## src/rtl/clock_group_reset_sequencer.sv

```systemverilog
// Releases the per-group resets one at a time after a common hold, and re-resets masked groups on request.
// Optional build macro CLKGRP_SEQ_STATUS_EN adds the io_seq_count completed-sequence counter.
module clock_group_reset_sequencer #(
    parameter int NUM_GROUPS  = 7,
    parameter int HOLD_CYCLES = 16,
    parameter int STEP_CYCLES = 8,
    parameter int CNT_W       = 8
) (
    input  logic                  clock,
    input  logic                  reset,
    input  logic                  io_req_valid,
    output logic                  io_req_ready,
    input  logic [NUM_GROUPS-1:0] io_req_bits_mask,
    output logic [NUM_GROUPS-1:0] io_group_reset,
    output logic                  io_busy,
    output logic                  io_all_released
`ifdef CLKGRP_SEQ_STATUS_EN
   ,output logic [7:0]            io_seq_count
`endif
);

    localparam int IDX_W = (NUM_GROUPS > 1) ? $clog2(NUM_GROUPS) : 1;

    typedef enum logic [1:0] {HOLD, STEP, IDLE} state_t;

    state_t                state;
    logic [CNT_W-1:0]      cnt;
    logic [NUM_GROUPS-1:0] sel;
    logic [NUM_GROUPS-1:0] groupRst;
    logic [IDX_W-1:0]      idx;
    logic                  armed;

    logic [IDX_W-1:0]      relIdx;
    logic                  termCnt;
    logic                  moreAfter;
    logic                  seqDone;

    function automatic logic [IDX_W-1:0] lowestBit(input logic [NUM_GROUPS-1:0] v);
        lowestBit = '0;
        for (int i = NUM_GROUPS - 1; i >= 0; i--) begin
            if (v[i]) lowestBit = IDX_W'(i);
        end
    endfunction

    function automatic logic [NUM_GROUPS-1:0] bitsAbove(input logic [NUM_GROUPS-1:0] v,
                                                        input logic [IDX_W-1:0]      pos);
        bitsAbove = '0;
        for (int i = 0; i < NUM_GROUPS; i++) begin
            bitsAbove[i] = v[i] && (i > int'(pos));
        end
    endfunction

    // Group released at the next terminal count, and whether any selected group remains after it.
    always_comb begin
        relIdx    = (state == HOLD) ? lowestBit(sel) : lowestBit(bitsAbove(sel, idx));
        moreAfter = |bitsAbove(sel, relIdx);
        termCnt   = 1'b0;
        case (state)
            HOLD:    termCnt = armed && (cnt == CNT_W'(HOLD_CYCLES - 1));
            STEP:    termCnt = (cnt == CNT_W'(STEP_CYCLES - 1));
            default: termCnt = 1'b0;
        endcase
        seqDone = termCnt && !moreAfter;
    end

    // The first edge after reset release only arms the counter, so power-on releases
    // land on the same t+HOLD+k*STEP grid as a run-time request accepted at edge t.
    always_ff @(posedge clock or posedge reset) begin
        if (reset) begin
            state    <= HOLD;
            cnt      <= '0;
            sel      <= '1;
            idx      <= '0;
            groupRst <= '1;
            armed    <= 1'b0;
        end else begin
            armed <= 1'b1;
            case (state)
                HOLD, STEP: begin
                    if (termCnt) begin
                        cnt              <= '0;
                        idx              <= relIdx;
                        groupRst[relIdx] <= 1'b0;
                        state            <= seqDone ? IDLE : STEP;
                    end else if (state == STEP || armed) begin
                        cnt <= cnt + 1'b1;
                    end
                end
                IDLE: begin
                    if (io_req_valid && (|io_req_bits_mask)) begin
                        sel      <= io_req_bits_mask;
                        groupRst <= groupRst | io_req_bits_mask;
                        cnt      <= '0;
                        state    <= HOLD;
                    end
                end
                default: state <= HOLD;
            endcase
        end
    end

    assign io_group_reset  = groupRst;
    assign io_busy         = (state != IDLE);
    assign io_req_ready    = (state == IDLE);
    assign io_all_released = ~|groupRst;

`ifdef CLKGRP_SEQ_STATUS_EN
    logic [7:0] seqCount;

    always_ff @(posedge clock or posedge reset) begin
        if (reset) begin
            seqCount <= '0;
        end else if (seqDone && (seqCount != 8'hFF)) begin
            seqCount <= seqCount + 8'd1;
        end
    end

    assign io_seq_count = seqCount;
`endif

endmodule

```

## config.mk

```make
export PLATFORM = sky130hd
export DESIGN_NAME = clock_group_reset_sequencer
export DESIGN_NICKNAME = d
export VERILOG_FILES = /design/src/rtl/clock_group_reset_sequencer.sv
export SDC_FILE = /design/constraint.sdc
export NUM_CORES = 1
export LEC_CHECK = 0
export ABC_AREA = 1
export CAP_MARGIN = 20
export CELL_PAD_IN_SITES_DETAIL_PLACEMENT = 0
export CELL_PAD_IN_SITES_GLOBAL_PLACEMENT = 1
export CORE_MARGIN = 1
export CORE_UTILIZATION = 37
export DETAILED_ROUTE_END_ITERATION = 7
export PLACE_DENSITY_LB_ADDON = 0.1
export SYNTH_ARGS = -nofsm -noshare
export SYNTH_HDL_FRONTEND = slang
export SYNTH_SLANG_ARGS = --single-unit
```

## constraint.sdc

```tcl
create_clock -name clock -period 1.6 [get_ports clock]
set_clock_uncertainty 0.15 [all_clocks]
set_input_delay 0.16 -clock clock [delete_from_list [all_inputs] [get_ports clock]]
set_output_delay 0.16 -clock clock [all_outputs]
set_load 0.02 [all_outputs]
```

Yosys cells after proc, flatten, opt, wreduce, memory -nomap -nowiden
Cells that the tools add are included.
{ "totals": {"register_bits": 28, "latch_bits": 0, "ramBits": 0, "mem_bits_ro": 0, "input_bits": 10, "out_inout_bits": 10, "elab_cells": 90, "n_memories": 0} }
{ "op_classes": {"addsub": 1, "n_mul": 0, "div_mod_pow": 0, "order_cmp": 14, "n_eq_ne": 8, "shifts": 0, "muxes": 28, "bitwise_logic": 3, "n_reduce_logical": 30} }
{ "ops": {"columns": ["cell", "count"], "rows": [
  ["2-to-1 mux 3 bit", 14],
  ["2-to-1 mux 8 bit", 3],
  ["greater-than comparator 3 bit (first input constant)", 6],
  ["logical AND 1 bit", 16],
  ["case mux 8 bit (2 select lines)", 1],
  ["2-to-1 mux 7 bit", 2],
  ["case mux 7 bit (2 select lines)", 1],
  ["OR reduction 7 bit", 2],
  ["greater-than comparator 2 x 3 -> 1 bit (first input constant)", 4],
  ["adder 8 x 1 -> 8 bit (second input constant)", 1],
  ["== test 8 x 3 -> 1 bit (second input constant)", 1],
  ["== test 8 x 4 -> 1 bit (second input constant)", 1],
  ["AND 7 bit", 1],
  ["NOT 7 bit", 1],
  ["bitwise OR 7 bit", 1],
  ["greater-than comparator 1 x 3 -> 1 bit (first input constant)", 2],
  ["2-to-1 mux 2 bit", 3],
  ["AND reduction 2 bit", 3],
  ["AND reduction 3 bit", 2],
  ["OR reduction 6 bit", 1],
  ["less-than comparator 3 x 4 -> 1 bit (second input constant)", 1],
  ["inequality test 2 bit (second input constant)", 2],
  ["case mux 2 bit (2 select lines)", 1],
  ["demux 1 bit (select 3 bit)", 1],
  ["other kinds (12)", 13]
]} }

Longest topological paths before layout
{ "depth": {"word_depth": 17, "depth_mapped": 14, "mapped_depth_nobuf": 14} }

Worst setup path after synthesis
Ideal clock, no wire load.
{ "synth_timing": {"path_kind": "register to register", "start": "register state[1]", "end": "register groupRst[6], in the netlist io_group_reset[6]", "setup_ns": 0.080, "arrival_time_ns": 1.467, "required_ns": 1.370, "setup_slack_ns": -0.097, "path_stages_with_launch": 7, "path_buffers": 0, "period_less_slack_ns": 1.697, "path_cell_list": "dfrtp_1 -> inv_1 -> nor2_2 -> inv_1 -> nand2_2 -> nand3_1 -> o22a_1"} }
{ "synth_between": {"word_cells_on_any_way": 19, "cone_classes": "2 x order compare; 4 x eq/ne; 6 x mux; 2 x bitwise; 5 x reduce/logical"} }
{ "synth_lines": {"columns": ["item", "line", "source"], "rows": [
  ["start, declared", "26", "state_t state;"],
  ["start signal, assigned", "84", "state <= seqDone ? IDLE : STEP;"],
  ["== test 2 bit *", null, null],
  ["net io_req_ready", "12", "output logic io_req_ready,"],
  ["inequality test 2 x 1 -> 1 bit (no line) or nonzero test 2 bit (tied branches)", null, null],
  ["AND reduction 3 bit (no line)", null, null],
  ["end signal, assigned", "92", "groupRst <= groupRst | io_req_bits_mask;"],
  ["end, declared", "29", "logic [NUM_GROUPS-1:0] groupRst;"]
]} }
The timed path passes the listed nets; every way through them passes the cells marked *. The select of a mux whose other input is x is not followed.
A chain may end at the register's enable or synchronous reset.

Worst setup path after layout
{ "layout_timing": {"start": "register sel[5]", "end": "register state[0]"} }
{ "layout_between": {"elab_chain_len": 15, "word_cells_on_any_way": 31, "cone_classes": "6 x order compare; 15 x mux; 10 x reduce/logical"} }
{ "layout_lines": {"columns": ["item", "line", "source"], "rows": [
  ["start, declared", "28", "logic [NUM_GROUPS-1:0] sel;"],
  ["start signal, assigned", "91", "sel <= io_req_bits_mask;"],
  ["2-to-1 mux 3 bit or logical AND 1 bit (tied branches)", "41, 49", null],
  ["2-to-1 mux 3 bit (5 in series)", "41", "if (v[i]) lowestBit = IDX_W'(i);"],
  ["2-to-1 mux 3 bit", "55", "relIdx = (state == HOLD) ? lowestBit(sel) : lowestBit(bitsAbove(sel, idx));"],
  ["greater-than comparator 1 x 3 -> 1 bit (tied with other cells)", "49", "bitsAbove[i] = v[i] && (i > int'(pos));"],
  ["logical AND 1 bit", "49", null],
  ["OR reduction 6 bit *", "56", "moreAfter = |bitsAbove(sel, relIdx);"],
  ["logical NOT 1 bit *", "63", "seqDone = termCnt && !moreAfter;"],
  ["logical AND 1 bit *", "63", null],
  ["2-to-1 mux 2 bit *", "84", null],
  ["2-to-1 mux 2 bit *", "80", "if (termCnt) begin"],
  ["case mux 2 bit (2 select lines) *", "78", "case (state)"]
]} }
Mark *: on every way between the ends. The rest lies on a longest branch, timed or not. The select of a mux whose other input is x is not followed.

==> impl_results.md <==
- Status: finished with violations
- Violated checks: setup timing
- Clock Path Buffers: 2
- Most frequent cells in the layout: buf_4 (46), nand2_1 (30), inv_1 (19)
- Met2 WL: roughly 2.4 mm
- Clock Latency Late Sink: ~0.28 ns
- Nets@finish: about 300
- CTS tree: yes
- Synth warn: 0
- Total gr overflow: 0
- WL final: around 4.8 mm
- Via Count: 1,657
- Inserted Diodes: 0
- Fmax: 0.549 GHz
- Residual DRC count: 0
- GRT Resource Usage Total: between 20% and 30%
- Die W: 68.9 um
- Chip Height: roughly 69 um
- Distinct cells, synth: 34
- Seq/Total Area, Yosys: around 43%
- Peak supply drop: around 0.7 mV
- Setup ws final: -0.222 ns
- DRT iter0 DRCs: 50
- Clock sinks: 28
- Critical Path Sink Type: flip-flop
- Met3 wire length: between 100 and 150 um
- Commonest non-fill, non-tap cell in the layout: buf_4
- First-pass GRT wire length: roughly 7.5 mm
- Synthesized net count: 221
- Initial antenna violation count: 0
- Slowest cell on crit path: dfstp_2
- # hold bufs at CTS: 0
- Worst-path maximum fanout: 4
- Clock slew at reported path FFs: approximately 0.1 ns
- Startpoint types: flip-flop
- Finish-stage setup viols: 18
- CTS buffer count: 3
- DP HPWL: between 3 and 4 mm
- Row Count: 23
- DR WL/cell: ~14 um
- CP arrival: around 1.9 ns
- Pleak: ~1.3 nW
- Syn Std Cell Area: around 1700 sq um
- Pwr per Cell Area: approximately 1400 nW/um^2
- Crit path kind: reg -> reg
- Hold Path Class: in -> reg
- Cells after DPL: 320
- Cell chain of the critical path: inv_2 -> o21ai_1 -> nand2_1 -> nand2_1 -> nand2_1 -> nand2_1 -> nand2_2 -> inv_4 -> nand3_2 -> nand2_1 -> nand3_2 -> nor2_2 -> nor2_1
- Layout cell share with drive strength beyond 1: 55.4%
- Delay-heaviest family, CP: simple AND/OR/NAND/NOR gates
- RSZ-0062 raised after global routing: true
- Final period util: 114%
- Layout area overhead: 59.6%
- Largest net degree at the start of global routing: 29
- Vias per std cell: about 4.9
- H-tree lvl count: 1
- Final std cells w/o fill: 337
- Final Slew Violations: 0
- Required @ worst endpoint: ~1.6 ns
- Worst reg-to-reg setup slack: -0.22 ns
- Initial Util: 40.0%
- Fillcell total: roughly 360
- Synthesized flop and latch total: 28
- Port buffer count: 19
- Fin. Hold Viols: 0
- Vias in the first global route: 1,661
- WP buf/inv: 2
- Critical path's most frequent cell: nand2_1
- Final Wtd Congestion: between 0.8 and 0.9
- Gate Count Post-Synth: 210
- Boundary Pins: 20
- First drt pass iteration count: 4
- Root Buffer: clkbuf_8
- Post-DRT Antenna Nets: 0
- WL met1: 2.23 mm
- CP max stage delay: between 0.5 and 0.6 ns
- Maxcap violations: 0
- Die Area: ~4800 sq um
- TNS Setup: -2.20 ns
- Avg Cell Area, Syn: about 7.9 sq um
- Core Area: a little over 4000 sq um
- Uppermost layer routed: met4
- Crit path time final: approximately 1.8 ns
-- worst register-to-register path: cells and delay by family (launching register included) --
kind	cells	cell delay, ns
buf+inv	2	0.14
compound gates	1	0.13
simple gates	10	0.72
flops	1	0.58
-- stage by stage --
stage / cell area (sq um) / util, % / setup WS [ns] / power, mW / hold WS [ns]
floorplan: 1670 / - / -0.0396 / 2.00 / 0.0650
global placement: 2230 / 53.9 / -0.196 / 2.74 / 0.373
detailed placement: 2230 / 53.9 / -0.207 / 2.79 / 0.393
CTS: 2420 / 58.5 / -0.195 / 3.38 / 0.101
global route: 2650 / 63.9 / -0.340 / 3.83 / 0.0134
finish: 2650 / 63.9 / -0.222 / 3.59 / 0.00109
-- cell usage after synthesis (all sizes together) --
cell	number	area, sq um
nand2	51	219
inv	31	116
nor2	31	146
o21ai	18	109
nand3	16	95.1
dfrtp	14	350
dfstp	14	368
a21oi	6	33.8
nand4	4	25.0
o31ai	4	30.0
nor4	3	25.0
xor2	3	26.3
a22oi	2	15.0
buf	2	15.0
o21a	2	15.0
o21bai	2	15.0
a32oi	1	8.76
conb	1	3.75
ha	1	12.5
nor3	1	5.00
o22a	1	8.76
or2	1	6.26
xnor2	1	8.76
-- worst paths after layout --
| kind | start | end | depth (start not counted) |
|---|---|---|---|
| min in group asynchronous | reset | armed$_DFF_PP0_ | 3 |
| hold reg to reg | io_group_reset[3]$_DFFE_PP1P_ | io_group_reset[3]$_DFFE_PP1P_ | 3 |
| hold / removal | io_req_bits_mask[0] | sel[0]$_DFFE_PP1P_ | 3 |
| setup reg to reg | sel[5]$_DFFE_PP1P_ | state[0]$_DFFE_PP0P_ | 13 |
| setup / recovery | sel[5]$_DFFE_PP1P_ | state[0]$_DFFE_PP0P_ | 13 |
| max in group asynchronous | reset | sel[5]$_DFFE_PP1P_ | 3 |
-- layout make-up --
class	count	area, sq um	share of cell area (%)
sequential	28	721	27.2
clock inverter	1	3.75	0.142
multi-input combinational	149	1040	39.5
tap	50	62.6	2.36
timing repair inverter	1	6.26	0.236
clock buffer	3	41.3	1.56
inverter	31	126	4.78
timing repair buffer	74	641	24.2
-- repair_timing --
item / in CTS / in global routing
gates resized for setup: 45 / 62
pin swaps: 23 / 21
setup endpoints to repair: 30 / 28
setup buffers: 7 / 5
cloned: 0 / 1
-- where the power goes --
group	leakage [nW]	internal, mW	switching [mW]
sequential	0.325	0.957	0.207
clock	0.0231	0.173	0.232
combinational	0.903	1.00	1.02
total	1.25	2.13	1.46
-- routing by layer --
metal | GRT usage [%] | vias to the layer above
li1 | - | 836
met3 | 3.62 | 4
met5 | 0 | -
met4 | 6.12 | 0
met2 | 37.4 | 32
met1 | 28.4 | 785
-- state kept, by name, summed over array words and instances (netlist names) --
signal and flops:
armed 1, cnt 8, idx 3, io_group_reset 7, sel 7, state 2
-- cell families after synthesis --
kind of cell,Yosys count,synth area share [%]
buffers and inverters,33,7.92
AO/OA/AOI/OAI,36,14.2
other,1,0.226
flip-flops,28,43.3
adder cells (fa/ha/maj),1,0.755
AND/OR/NAND/NOR,107,31.5
XOR/XNOR,4,2.11
(Power assumes the default switching activity.)
